[config.mk]
export PLATFORM = sky130hd
export DESIGN_NAME = mem_burst_ctrl
export DESIGN_NICKNAME = d
export VERILOG_FILES = /design/src/rtl/mem_burst_ctrl.sv
export SDC_FILE = /design/constraint.sdc
export NUM_CORES = 1
export LEC_CHECK = 0
export ABC_AREA = 1
export BUFFER_PORTS_ARGS = -buffer_cell sky130_fd_sc_hd__buf_4
export CAP_MARGIN = 30
export CORE_MARGIN = 1.5
export CORE_UTILIZATION = 58
export DETAILED_ROUTE_END_ITERATION = 8
export PLACE_DENSITY_LB_ADDON = 0.25
export SLEW_MARGIN = 20
export SYNTH_ARGS = -nofsm -noshare
export SYNTH_HDL_FRONTEND = slang
export SYNTH_SLANG_ARGS = --single-unit
[constraint.sdc]
create_clock -name clk -period 4 [get_ports clk]
set_clock_uncertainty 0.15 [all_clocks]
set_input_delay 0.2 -clock clk [delete_from_list [all_inputs] [get_ports clk]]
set_output_delay 0.2 -clock clk [all_outputs]
set_load 0.05 [all_outputs]
[src/rtl/mem_burst_ctrl.sv]
// Line-burst engine: moves one whole cache line per request over a narrow memory bus,
// with a response timeout and a one-cycle completion pulse back to the cache.
module mem_burst_ctrl #(
   parameter int unsigned BUS_SIZE          = 16,
   parameter int unsigned MEM_ADDR_SIZE     = 19,
   parameter int unsigned CACHE_OFFSET_SIZE = 4,
   parameter int unsigned CACHE_LINE_SIZE   = 16,
   parameter int unsigned TIMEOUT           = 255
) (
   input  logic                                       clk,
   input  logic                                       reset,
   input  logic                                       req_valid,
   output logic                                       req_ready,
   input  logic                                       req_write,
   input  logic [MEM_ADDR_SIZE-CACHE_OFFSET_SIZE-1:0] req_addr,
   input  logic [CACHE_LINE_SIZE*8-1:0]               req_wdata,
   output logic                                       resp_valid,
   output logic                                       resp_err,
   output logic [CACHE_LINE_SIZE*8-1:0]               resp_rdata,
   output logic [1:0]                                 mem_cmd,
   output logic [MEM_ADDR_SIZE-CACHE_OFFSET_SIZE-1:0] mem_addr,
   output logic [BUS_SIZE-1:0]                        mem_wdata,
   input  logic                                       mem_resp,
   input  logic [BUS_SIZE-1:0]                        mem_rdata
);

   localparam int unsigned LA    = MEM_ADDR_SIZE - CACHE_OFFSET_SIZE;
   localparam int unsigned LB    = CACHE_LINE_SIZE * 8;
   localparam int unsigned BEATS = LB / BUS_SIZE;
   localparam int unsigned BW    = (BEATS > 1) ? $clog2(BEATS) : 1;
   localparam int unsigned TW    = $clog2(TIMEOUT + 1);

   localparam logic [1:0] CMD_NOP   = 2'd0;
   localparam logic [1:0] CMD_READ  = 2'd2;
   localparam logic [1:0] CMD_WRITE = 2'd3;

   typedef enum logic [2:0] {
      IDLE, RD_CMD, RD_WAIT, RD_DATA, WR_DATA, WR_WAIT, RESP
   } state_e;

   state_e            state_q, state_d;
   logic [BW-1:0]     beat_q, beat_d;
   logic [TW-1:0]     timer_q, timer_d;
   logic [LA-1:0]     addr_q, addr_d;
   logic [LB-1:0]     wbuf_q, wbuf_d;
   logic [LB-1:0]     rdata_q, rdata_d;
   logic [1:0]        mem_cmd_q, mem_cmd_d;
   logic [BUS_SIZE-1:0] mem_wdata_q, mem_wdata_d;
   logic              resp_valid_q, resp_valid_d;
   logic              resp_err_q, resp_err_d;
   logic              req_ready_q, req_ready_d;

   // Next-state and next-output logic; outputs are registered from the state being entered.
   always_comb begin
      state_d     = state_q;
      beat_d      = beat_q;
      timer_d     = timer_q;
      addr_d      = addr_q;
      wbuf_d      = wbuf_q;
      rdata_d     = rdata_q;
      mem_cmd_d   = CMD_NOP;
      mem_wdata_d = mem_wdata_q;
      resp_err_d  = 1'b0;

      unique case (state_q)
         IDLE: begin
            if (req_valid && req_ready_q) begin
               addr_d = req_addr;
               beat_d = '0;
               if (req_write) begin
                  state_d     = WR_DATA;
                  mem_cmd_d   = CMD_WRITE;
                  mem_wdata_d = req_wdata[BUS_SIZE-1:0];
                  wbuf_d      = req_wdata >> BUS_SIZE;
               end else begin
                  state_d   = RD_CMD;
                  mem_cmd_d = CMD_READ;
               end
            end
         end
         RD_CMD: begin
            state_d = RD_WAIT;
            timer_d = TW'(TIMEOUT);
         end
         RD_WAIT: begin
            if (mem_resp) begin
               rdata_d = LB'({mem_rdata, rdata_q} >> BUS_SIZE);
               beat_d  = BW'(1);
               state_d = (BEATS == 1) ? RESP : RD_DATA;
            end else if (timer_q <= TW'(1)) begin
               state_d    = RESP;
               resp_err_d = 1'b1;
            end else begin
               timer_d = timer_q - TW'(1);
            end
         end
         RD_DATA: begin
            if (mem_resp) begin
               rdata_d = LB'({mem_rdata, rdata_q} >> BUS_SIZE);
               if (beat_q == BW'(BEATS - 1)) begin
                  state_d = RESP;
               end else begin
                  beat_d = beat_q + BW'(1);
               end
            end else begin
               // Beats must be back to back; a gap aborts the burst.
               state_d    = RESP;
               resp_err_d = 1'b1;
            end
         end
         WR_DATA: begin
            if (beat_q == BW'(BEATS - 1)) begin
               state_d = WR_WAIT;
               timer_d = TW'(TIMEOUT);
            end else begin
               beat_d      = beat_q + BW'(1);
               mem_cmd_d   = CMD_WRITE;
               mem_wdata_d = wbuf_q[BUS_SIZE-1:0];
               wbuf_d      = wbuf_q >> BUS_SIZE;
            end
         end
         WR_WAIT: begin
            if (mem_resp) begin
               state_d = RESP;
            end else if (timer_q <= TW'(1)) begin
               state_d    = RESP;
               resp_err_d = 1'b1;
            end else begin
               timer_d = timer_q - TW'(1);
            end
         end
         RESP: begin
            state_d = IDLE;
         end
         default: begin
            state_d = IDLE;
         end
      endcase

      resp_valid_d = (state_d == RESP);
      req_ready_d  = (state_d == IDLE);
   end

   // State and output registers; reset drops any burst in flight.
   always_ff @(posedge clk or negedge reset) begin
      if (!reset) begin
         state_q      <= IDLE;
         beat_q       <= '0;
         timer_q      <= '0;
         addr_q       <= '0;
         wbuf_q       <= '0;
         rdata_q      <= '0;
         mem_cmd_q    <= CMD_NOP;
         mem_wdata_q  <= '0;
         resp_valid_q <= 1'b0;
         resp_err_q   <= 1'b0;
         req_ready_q  <= 1'b1;
      end else begin
         state_q      <= state_d;
         beat_q       <= beat_d;
         timer_q      <= timer_d;
         addr_q       <= addr_d;
         wbuf_q       <= wbuf_d;
         rdata_q      <= rdata_d;
         mem_cmd_q    <= mem_cmd_d;
         mem_wdata_q  <= mem_wdata_d;
         resp_valid_q <= resp_valid_d;
         resp_err_q   <= resp_err_d;
         req_ready_q  <= req_ready_d;
      end
   end

   assign req_ready  = req_ready_q;
   assign resp_valid = resp_valid_q;
   assign resp_err   = resp_err_q;
   assign resp_rdata = rdata_q;
   assign mem_cmd    = mem_cmd_q;
   assign mem_addr   = addr_q;
   assign mem_wdata  = mem_wdata_q;

endmodule

======== Yosys cells after proc, flatten, opt, wreduce, memory -nomap -nowiden ========
Index checks and enable logic that the tools add are counted.
storage, ports and cells
  bits in registers ....................... 306
  word-level logic and storage cells ...... 76
  output and inout bits ................... 164
cells by class
  equal/unequal tests ..................... 15
  magnitude comparators ................... 1
  reduce and logical (&&, ||, !) cells .... 13
  add/subtract/negate cells ............... 2
  mux-type cells .......................... 34
operators by type and width
  operator             count
  $mux 128             3
  $pmux 128 s2         1
  $mux 16              3
  $mux 3               12
  $pmux 16 s2          1
  $mux 8               3
  $pmux 8 s3           1
  $pmux 3 s6           1
  $ne 2x2->1 const B   8
  $eq 3x3->1 const B   4
  $pmux 3 s4           1
  $reduce_and 4->1     3
  $le 8x1->1 const B   1
  $sub 8x1->8 const B  1
  $eq 3x2->1 const B   2
  $logic_not 3->1      2
  $mux 1               4
  $mux 2               2
  $pmux 2 s2           1
  $reduce_and 2->1     2
  $reduce_bool 4->1    1
  $reduce_or 2->1      2
  $add 3x1->3 const B  1
  $eq 3x1->1 const B   1
  4 further kinds      4

======== Logic depth before layout (Yosys ltp) ========
  depth in word-level cells ............... 5
  depth in mapped cells ................... 11

======== Least setup slack after synthesis ========
OpenSTA, ideal clock, no wires.
  path type ............................... register to register
  from .................................... register req_ready_q, in the netlist req_ready
  to ...................................... register wbuf_q[78]
  path slack .............................. 2.088 ns
  data arrival time ....................... 1.640 ns
  cell stages (with the launch flop) ...... 8
  path buffers ............................ 2
  cell sequence ........................... dfstp_2 -> nand3_1 -> nor2_8 -> inv_2 -> nand2_4 -> buf_6 -> buf_4 -> o21ai_2
on the way
  cells in the longest elaborated chain, start to end .. 3
RTL lines
  item                        line  source
  start: declaration          51    logic req_ready_q, req_ready_d;
  start signal: assignment    169   req_ready_q <= req_ready_d;
  $logic_and 1x1->1           67    if (req_valid && req_ready_q) begin
  $ne 2x2->1 (no line)        n/a
  $reduce_and 4->1 (no line)  n/a
  end signal: assignment      163   wbuf_q <= wbuf_d;
  end: declaration            45    logic [LB-1:0] wbuf_q, wbuf_d;
Every way passes these cells.
A chain may end at the register's enable or synchronous reset.

======== Worst setup path after layout ========
  from .................................... register state_q[1]
  to ...................................... register wbuf_q[19]
on the way
  cells in the longest elaborated chain, start to end .. 3
  elaborated cells between the ends (all ways) .. 8
RTL lines
  item                                                       line  source
  start: declaration                                         41    state_e state_q, state_d;
  start signal: assignment                                   159   state_q <= state_d;
  $eq 3x3->1 or $logic_not 3->1 (tied branches)              65    unique case (state_q)
  $ne 2x2->1 (no line) or $reduce_bool 2->1 (tied branches)  n/a
  $reduce_and 4->1 (no line)                                 n/a
Parallel ways exist; a longest one is shown, timed or not.

==> run_results.csv <==
group,metric,value,unit
run_status,outcome,"complete, no violations",
sta,fin_setup_tns,0,ps
setup_path,setup.worst_path.start_class,"register",
global_route,grt_use_met1,0.397,
worst_hold_path,hold_class,"in2reg",
route,drc,0,
layout,layout_common_cells,"buf_4, dfrtp_1, nand2_1",
layout,drive_above_1_share,0.319,
sta,setup_viol,0,
synth,yosysTopAreaCell,"dfrtp_1",
synth,synthMuxAreaShare,0.0283,
power,power.total,17.4,mW
layout,fin_util,0.827,
layout,area_growth,38.9,%
placed_design,place.port_buffers,327,
setup_path,critical_path_class,"reg2reg",
placed_design,globalplace.congestion,0.793,
layout,fin_area,18200,um^2
route,viasPerCell,5.43,
setup_path,cp_max_fo,77,
setup_path,reg2reg_depth,8,
synth,synthCells,1330,
power,leakage,8.81,nW
setup_path,crit_path_end_kind,"register",
sta,slew_viol_final,0,
layout,stdcell_count,2089,
sta,rsz0062_at_grt,"false",
setup_path,max_stage_delay,510,ps
die,die_area,23500,um^2
global_route,grt.busiest_layer,"met2",
synth,synth_top_family_by_area,"compound AO/OA/AOI/OAI gates",
global_route,antenna_found_initial,1,
setup_path,timing.rr.start,"state_q[1]",
synth,synth-simple-area-share,0.113,
synth,synth-xor-area-share,0.000668,
clock_network,clkTransAtPathRegs,60,ps
clock_network,clkLatencyLatePin,540,ps
power,powerDensity,957,nW/um^2
setup_path,crit_required,4300,ps
clock_network,cts_root_buffer,"clkbuf_16",
clock_network,ctsResizeCount,0,
sta,post-route-period-util,0.675,
synth,syn_area_per_cell,9.86,um^2
placed_design,dp_cells,1870,
layout,nets,1952,
global_route,grt_max_degree,226,
sta,max_freq,0.370,GHz
synth,synth_nets,1498,
setup_path,critPathSlowestCell,"buf_4",
power,ir_drop,0.796,mV
worst_hold_path,min_path_cells,6,
sta,fin_ws,1300,ps
die,die_w,153,um
route,wl_per_cell,18.6,um
synth,yosys_warnings,0,
placed_design,pre_cts_ws,1410,ps
global_route,met2_usage,0.588,
route,drt-pass1-iter-count,6,
sta,period_minus_slack,2700,ps
global_route,use_met3,0.0683,
clock_network,h-tree-depth,1,
synth,syn_area,13100,um^2
synth,ys_seq_elements,290,
worst_hold_path,hold_end,"beat_q[2]",
clock_network,clock-sinks,290,
setup_path,r2r_end,"wbuf_q[19]",
die,pin_count,328,
global_route,overflow,0,
die,chipHeight,153,um
synth,synth_seq_area_share,0.554,
route,ant_nets,0,
clock_network,cts_made_buffers,30,
sta,hold_ws,84.0,ps
synth,synth_top_area_frac,0.552,
route,finalWirelength,38.9,mm
placed_design,placed_area,15600,um^2
sta,relSlewSlack,0.258,
global_route,grt_first_pass_wirelength,61.9,mm
global_route,grtUsageTotal,0.332,
run,drv_cap,0,
sta,tightest_slew,1110,ps
route,via_count,11300,
die,start_util,0.595,
layout,layout.cells.most_common,"buf_4",
clock_network,clk_path_buf_depth,3,
setup_path,worstPathArrival,3000,ps
setup_path,worst-r2r-setup-slack,1300,ps
clock_network,cts_tree,"built",
synth,synth_fa_ha_area_frac,0.00382,
synth,yosys-top-cells-area,"dfrtp_1, o211ai_2, nand2_1, inv_1, o21ai_1",
die,rows,54,
global_route,grt_pass1_vias,11700,
synth,synth_cell_types,34,
placed_design,place_hpwl,22.0,mm
synth,synth_compound_area_frac,0.205,
setup_path,path_cells,"nor2_4 > nand2_2 > nor2_8 > inv_2 > nand2_8 > buf_4 > o211ai_2 > o21ai_1",
route,drtIter0Drc,927,
die,core_area,22000,um^2
sta,finalHoldViolations,0,
worst_hold_path,min_from,"req_valid",
==> power breakdown <==
part | total [mW] | switching, mW | internal, mW
clock | 2.76 | 1.15 | 1.61
combinational | 9.41 | 6.60 | 2.80
sequential | 5.25 | 0.853 | 4.40
==> critical path, delay by kind of cell (launching register included) <==
| kind | cells | cell delay [ps] |
|---|---|---|
| buf+inv | 2 | 620 |
| compound gates | 2 | 250 |
| flops | 1 | 460 |
| simple gates | 4 | 1030 |
==> timing repair <==
item | in CTS | in global routing
buffers inserted | 0 | 0
endpoints found under the hold margin | 290 | 0
hold buffers | 162 | 0
==> synthesized netlist by cell type <==
library cell	count
dfrtp_1	289
nand2_1	248
inv_1	188
o21ai_1	113
nor2_1	93
o211ai_2	90
a21oi_1	58
o21ai_2	40
o21ai_0	35
buf_2	25
clkbuf_1	24
mux2_2	24
nand3_1	16
a21oi_2	15
buf_4	9
mux2_1	9
buf_1	8
buf_8	7
o211ai_1	6
nand2_2	5
buf_6	4
ha_1	4
or2_2	4
buf_12	3
inv_2	3
nor2_4	2
and3_1	1
dfstp_2	1
inv_4	1
nand2_4	1
nand4_1	1
nor2_8	1
o21bai_1	1
xnor2_1	1
==> layout make-up <==
type | instances | area [um^2]
diodes | 1 | 2.50
clock buffers | 46 | 902
clock inverters | 10 | 75.1
fillers | 1210 | 3820
inverters | 192 | 728
multi-input cells | 768 | 4620
flip-flops and latches | 290 | 7260
well taps | 280 | 350
repair buffers | 502 | 4270
==> state kept, by name (all words and copies together) (netlist names) <==
register,cells
mem_wdata,16
resp_err,1
req_ready,1
wbuf_q,112
mem_cmd,2
beat_q,3
resp_valid,1
state_q,3
mem_addr,15
resp_rdata,128
timer_q,8
==> layer usage <==
metal	routed length, um	vias up
li1	-	5222
met1	14500	5471
met2	19800	530
met3	3060	117
met4	1570	0
met5	0	-
==> kinds of logic (layout without fill, tap and decap cells) <==
family	Yosys count	in the layout
simple gates	372	372
compound gates	358	358
fa+ha+maj	4	4
other cells	0	1
xor+xnor	1	1
mux	33	33
flops	290	290
buf+inv	272	750
==> how the worst max path moves through the flow <==
stage / start / endpoint / slack [ps] / depth (start not counted)
2_1_floorplan: req_ready / wbuf_q[78] / 2090 / 7
3_3_place_gp: req_ready / wbuf_q[19] / 1480 / 7
3_5_place_dp: req_ready / wbuf_q[19] / 1410 / 7
4_1_cts: req_ready / wbuf_q[19] / 1380 / 7
5_1_grt: state_q[1] / wbuf_q[6] / 1150 / 8
6_report: state_q[1] / wbuf_q[19] / 1300 / 8
Power figures use the tool's default switching activity.
